## src/rtl/instr_fetch.sv

```systemverilog
// Instruction fetch stage: issues one instruction-memory request at a time,
// waits for the in-order response, and holds the fetched instruction for
// decode. A flush redirects the PC and discards any fetch still in flight.
// Misaligned PCs and memory timeouts park the stage in a sticky error state
// that only reset clears.
module instr_fetch #(
  parameter int TIMEOUT = 64
) (
  input  logic        clk,
  input  logic        reset,
  input  logic [31:0] pc,
  output logic        pc_write,
  input  logic        flush,
  output logic        imem_req_valid,
  input  logic        imem_req_ready,
  output logic [31:0] imem_addr,
  input  logic        imem_rsp_valid,
  input  logic [31:0] imem_rsp_data,
  output logic        id_valid,
  input  logic        id_ready,
  output logic [31:0] id_instr,
  output logic [31:0] id_pc,
  output logic [31:0] id_pc_plus4,
  output logic        fetch_err,
  output logic [1:0]  err_code
);

  localparam logic [2:0] IDLE = 3'd0;
  localparam logic [2:0] REQ  = 3'd1;
  localparam logic [2:0] WAIT = 3'd2;
  localparam logic [2:0] HOLD = 3'd3;
  localparam logic [2:0] ERR  = 3'd4;

  localparam logic [1:0] ERR_MISALIGNED = 2'b01;
  localparam logic [1:0] ERR_TIMEOUT    = 2'b10;

  localparam logic [7:0] TIMEOUT_CNT = 8'(TIMEOUT);

  logic [2:0]  r_state;
  logic        r_discard;
  logic [7:0]  r_count;
  logic [31:0] r_reqPc;
  logic [31:0] r_idInstr;
  logic [31:0] r_idPc;
  logic [31:0] r_idPcPlus4;
  logic        r_err;
  logic [1:0]  r_errCode;

  logic        w_misaligned;
  logic        w_reqValid;
  logic        w_handshake;
  logic        w_capture;
  logic        w_pcWriteAllowed;
  logic [7:0]  w_countNext;

  // A misaligned PC suppresses the request unless a flush is redirecting it
  // this very cycle, in which case the outgoing request is discarded anyway.
  assign w_misaligned     = (pc[1:0] != 2'b00);
  assign w_reqValid       = (r_state == REQ) && !(w_misaligned && !flush);
  assign w_handshake      = w_reqValid && imem_req_ready;
  assign w_capture        = (r_state == WAIT) && imem_rsp_valid && !r_discard && !flush;
  assign w_pcWriteAllowed = (r_state != ERR) && (r_state != IDLE);
  assign w_countNext      = r_count + 8'd1;

  // The PC register advances on a good capture or loads the branch target on
  // a flush; when both coincide the flush wins and it is still one pulse.
  assign pc_write       = w_pcWriteAllowed && (w_capture || flush);
  assign imem_req_valid = w_reqValid;
  assign imem_addr      = w_reqValid ? pc : 32'd0;
  assign id_valid       = (r_state == HOLD);
  assign id_instr       = r_idInstr;
  assign id_pc          = r_idPc;
  assign id_pc_plus4    = r_idPcPlus4;
  assign fetch_err      = r_err;
  assign err_code       = r_errCode;

  // Fetch control FSM: request issue, response wait with discard/timeout,
  // decode hand-off and the terminal error state.
  always_ff @(posedge clk) begin
    if (reset) begin
      r_state   <= IDLE;
      r_discard <= 1'b0;
      r_count   <= 8'd0;
      r_reqPc   <= 32'd0;
      r_err     <= 1'b0;
      r_errCode <= 2'b00;
    end else begin
      case (r_state)
        IDLE: begin
          r_state <= REQ;
        end
        REQ: begin
          if (w_misaligned && !flush) begin
            r_state   <= ERR;
            r_err     <= 1'b1;
            r_errCode <= ERR_MISALIGNED;
          end else if (w_handshake) begin
            r_reqPc   <= pc;
            r_count   <= 8'd0;
            r_discard <= flush;
            r_state   <= WAIT;
          end
        end
        WAIT: begin
          if (imem_rsp_valid) begin
            r_discard <= 1'b0;
            r_state   <= w_capture ? HOLD : REQ;
          end else begin
            if (flush) begin
              r_discard <= 1'b1;
            end
            r_count <= w_countNext;
            if (w_countNext == TIMEOUT_CNT) begin
              r_state   <= ERR;
              r_err     <= 1'b1;
              r_errCode <= ERR_TIMEOUT;
            end
          end
        end
        HOLD: begin
          if (flush || id_ready) begin
            r_state <= REQ;
          end
        end
        ERR: begin
          r_state <= ERR;
        end
        default: begin
          r_state <= IDLE;
        end
      endcase
    end
  end

  // Decode-stage registers load only on a good capture and stay frozen while
  // the instruction waits in HOLD.
  always_ff @(posedge clk) begin
    if (reset) begin
      r_idInstr   <= 32'd0;
      r_idPc      <= 32'd0;
      r_idPcPlus4 <= 32'd0;
    end else if (w_capture) begin
      r_idInstr   <= imem_rsp_data;
      r_idPc      <= r_reqPc;
      r_idPcPlus4 <= r_reqPc + 32'd4;
    end
  end

endmodule

```

## config.mk

```make
export PLATFORM = sky130hd
export DESIGN_NAME = instr_fetch
export DESIGN_NICKNAME = d
export VERILOG_FILES = /design/src/rtl/instr_fetch.sv
export SDC_FILE = /design/constraint.sdc
export NUM_CORES = 1
export LEC_CHECK = 0
export CAP_MARGIN = 30
export CORE_MARGIN = 3
export CORE_UTILIZATION = 49
export CTS_CLUSTER_DIAMETER = 200
export CTS_CLUSTER_SIZE = 24
export DETAILED_ROUTE_END_ITERATION = 8
export PLACE_DENSITY = 0.95
export SLEW_MARGIN = 10
export SYNTH_ARGS = -nofsm -noshare
export SYNTH_HDL_FRONTEND = slang
export SYNTH_SLANG_ARGS = --single-unit
```

## constraint.sdc

```tcl
create_clock -name clk -period 2.75 [get_ports clk]
set_input_delay 0.55 -clock clk [delete_from_list [all_inputs] [get_ports clk]]
set_output_delay 0.55 -clock clk [all_outputs]
set_load 0.01 [all_outputs]
```

==> flow_summary.yaml, run 1 <==
status:
  status: "finished, final reports clean"
timing:
  worst_pin_slew_ns: 0.701
  timing.hold.ws_ns: 0.451
  rsz0062_at_grt: "no"
  setup_viol: 0
  clock.fmax_mhz: 374
  finClkSkew_ns: 0.0104
  finalHoldViolCount: 0
  relSlewSlack: 0.532
  period_share: 0.971
  period_minus_slack_ns: 2.67
  maxSlewViolCount: 0
layout:
  layout.cells.non_filler: 1093
  finalInstanceArea_sq_um: 8610
  regArea_sq_um: 2830
  fillers: 874
  drive_gt1_frac: 0.0663
  diodes: 0
  nNetsFinal: 1009
  areaGrowthSynthToFinish_pct: 45.8
  multi_input_area_sq_um: 2810
floorplan:
  initial_utilization: 0.509
  die-area_sq_um: 13400
  coreArea_sq_um: 11600
  num_io_pins: 204
  fp-row-count: 39
  die_height_um: 116
  die_width_um: 116
setup_path:
  slowest_stage: "clkdlybuf4s50_1"
  slowest_delay_ns: 0.56
  worst_setup_path_end_kind: "primary output"
  path_buf_inv: 3
  cp.depth: 5
  startpoint_type: "primary input"
  worstPathCellList: "clkdlybuf4s50_1 > o21ba_2 > nor2_4 > buf_12 > clkdlybuf4s50_1"
  r2r_cells: 5
  cp.arrival_ns: 2.12
  path_common_cell: "clkdlybuf4s50_1"
  crit_family: "buffers and inverters"
  worstPathMaxFanout: 34
  critical_path_required_ns: 2.20
  critPathKind: "primary input to primary output"
synthesis:
  syn_inst: 755
  netlist_area_sq_um: 5910
  ys_warn_count: 0
  ys_seq_area_frac: 0.478
  avgSynthCellArea_sq_um: 7.82
  synth_seq_cells: 141
  async_flop_share: 0
  synth_edf_count: 0
  synth_flop_cell: "dfxtp_1"
  synth_cell_types: 44
  synth_nets: 827
routing:
  drt_iter0_markers: 492
  vias_per_cell: 5.35
  drc_errors: 0
  ant_nets: 0
  finalWirelength_um: 16600
  wl_per_cell_um: 15.1
  dr.pass1.iters: 5
  num_vias: 5849
global_route:
  antenna_found_initial: 0
  overflow: 0
  grt_use_total: 0.244
  grt_max_degree: 120
  grt_pass1_vias: 5535
  grt_pass1_wl_um: 26400
cts:
  path_clk_slew_ns: 0.06
  cts_tree: "done"
  clk-insertion-delay-late_ns: 0.41
  clockBufferDepth: 2
  numCtsBuffers: 17
  cts_sinks: 141
  cts-root-buf: "clkbuf_16"
  post_cts.repair.setup_buffers: 0
  h-tree-depth: 4
power_and_ir_drop:
  vdd_ir_drop_max_v: 0.000332
  p_per_area_nw_per_um2: 579
  leakage_nw: 3.02
placement:
  dpl.hpwl_um: 11100
  dpl.cell_count: 1061
  place.port_buffers: 203
  place_area_sq_um: 8060
  gp_congestion: 0.844
min_path:
  hp-class: "register to register"
  hold_depth: 2
run:
  cap_violations: 0
-- worst register-to-register path, cell delays in order (launching register included) --
cell	delay [ns]
dfxtp_1	0.45
and4_1	0.30
nand3_1	0.45
nor4_1	0.55
xnor2_1	0.17
a21oi_1	0.08
-- repair_timing --
action / 4_1_cts / 5_1_grt
hold buffers: 0 / 0
hold endpoints to repair: 0 / 0
setup endpoints to repair: 33 / 0
gates resized for setup: 35 / 0
-- metal layers --
layer / GRT usage / vias up / routed length, um
met5: 0 / - / 0
met4: 0.0650 / 0 / 176
met3: 0.0721 / 10 / 1190
met2: 0.426 / 209 / 8300
met1: 0.295 / 2740 / 6890
li1: - / 2890 / -
-- cells by family after synthesis --
family                   after synthesis  share of synthesized area
flip-flops                           141                      0.478
buffers and inverters                 66                     0.0504
AO/OA/AOI/OAI                        178                      0.168
adder cells (fa/ha/maj)                2                    0.00424
multiplexers                           1                    0.00169
XOR/XNOR                              28                     0.0415
AND/OR/NAND/NOR                      339                      0.256
-- Yosys cell counts, types with 9 or more instances --
library cell	count	area share
dfxtp_1	141	0.48
a21oi_1	126	0.11
nand2_1	210	0.13
nor3_1	13	0.011
inv_1	9	0.0057
buf_2	14	0.012
clkbuf_1	36	0.023
and2_1	32	0.034
nand3_1	14	0.012
nor2_1	33	0.021
o21ai_0	25	0.021
xnor2_1	22	0.033
-- cell type report --
type,count,share of cell area
sequential,141,0.328
multi-input combinational,548,0.326
timing repair buffer,220,0.253
clock buffer,19,0.0526
inverter,9,0.00392
clock inverter,13,0.0151
tap,143,0.0208
-- state kept, by name (all words and copies together) (netlist names) --
| signal | flops |
|---|---|
| fetch_err | 1 |
| id_pc_plus4 | 30 |
| id_pc | 32 |
| r_discard | 1 |
| id_instr | 32 |
| r_state | 3 |
| r_count | 8 |
| r_reqPc | 32 |
| err_code | 2 |
-- cell usage in the layout (no fill, tap or decap), drive strengths merged, types with 2 or more instances in the layout --
cell and n:
and2 32, o31a 2, nor3 15, nor4 8
clkdlybuf4s50 172, clkinv 4, dlygate4sd2 30, clkinvlp 3
ha 2, o21a 2, nand3 14, dfxtp 141
buf 18, inv 14, a2111oi 2, and4 6
or3b 2, xor2 6, nor2 33, nand4b 2
xnor2 22, o21ai 25, a31oi 2, a21oi 128
a211oi 8, nand2 210, clkbuf 19, nand4 3
nand2b 3, and3 6, a311oi 3, or3 3
-- per-stage QoR --
step                TNS (ns)  power [W]   util  setup slack [ns]
finish                     0    0.00498  0.742            0.0795
global route               0    0.00516  0.742           0.00653
CTS                        0    0.00501  0.742            0.0680
detailed placement     -1.61    0.00282  0.694           -0.0937
global placement       -1.31    0.00281  0.694           -0.0472
floorplan                  0    0.00248      -             0.594
-- worst paths after layout --
check / start / to / slack [ns]
max: pc[0] / imem_req_valid / 0.08
min: id_instr[3] / id_instr[3] / 0.45
max reg2reg: r_reqPc[12] / id_pc_plus4[31] / 0.63
min reg2reg: id_instr[3] / id_instr[3] / 0.45
-- power by group --
part | internal [W] | switching [W] | total [W]
Clock | 0.00131 | 0.000911 | 0.00222
Combinational | 0.000303 | 0.000292 | 0.000595
Sequential | 0.00210 | 0.0000615 | 0.00216
Total | 0.00372 | 0.00126 | 0.00498
(Power assumes the default switching activity.)
==> run 2, diff against run 1 <==
Settings changed: CTS_CLUSTER_SIZE 24 to not set.
==> results of run 2 <==
Same layout as run 1: the final DEF is identical, and so are final timing and power.
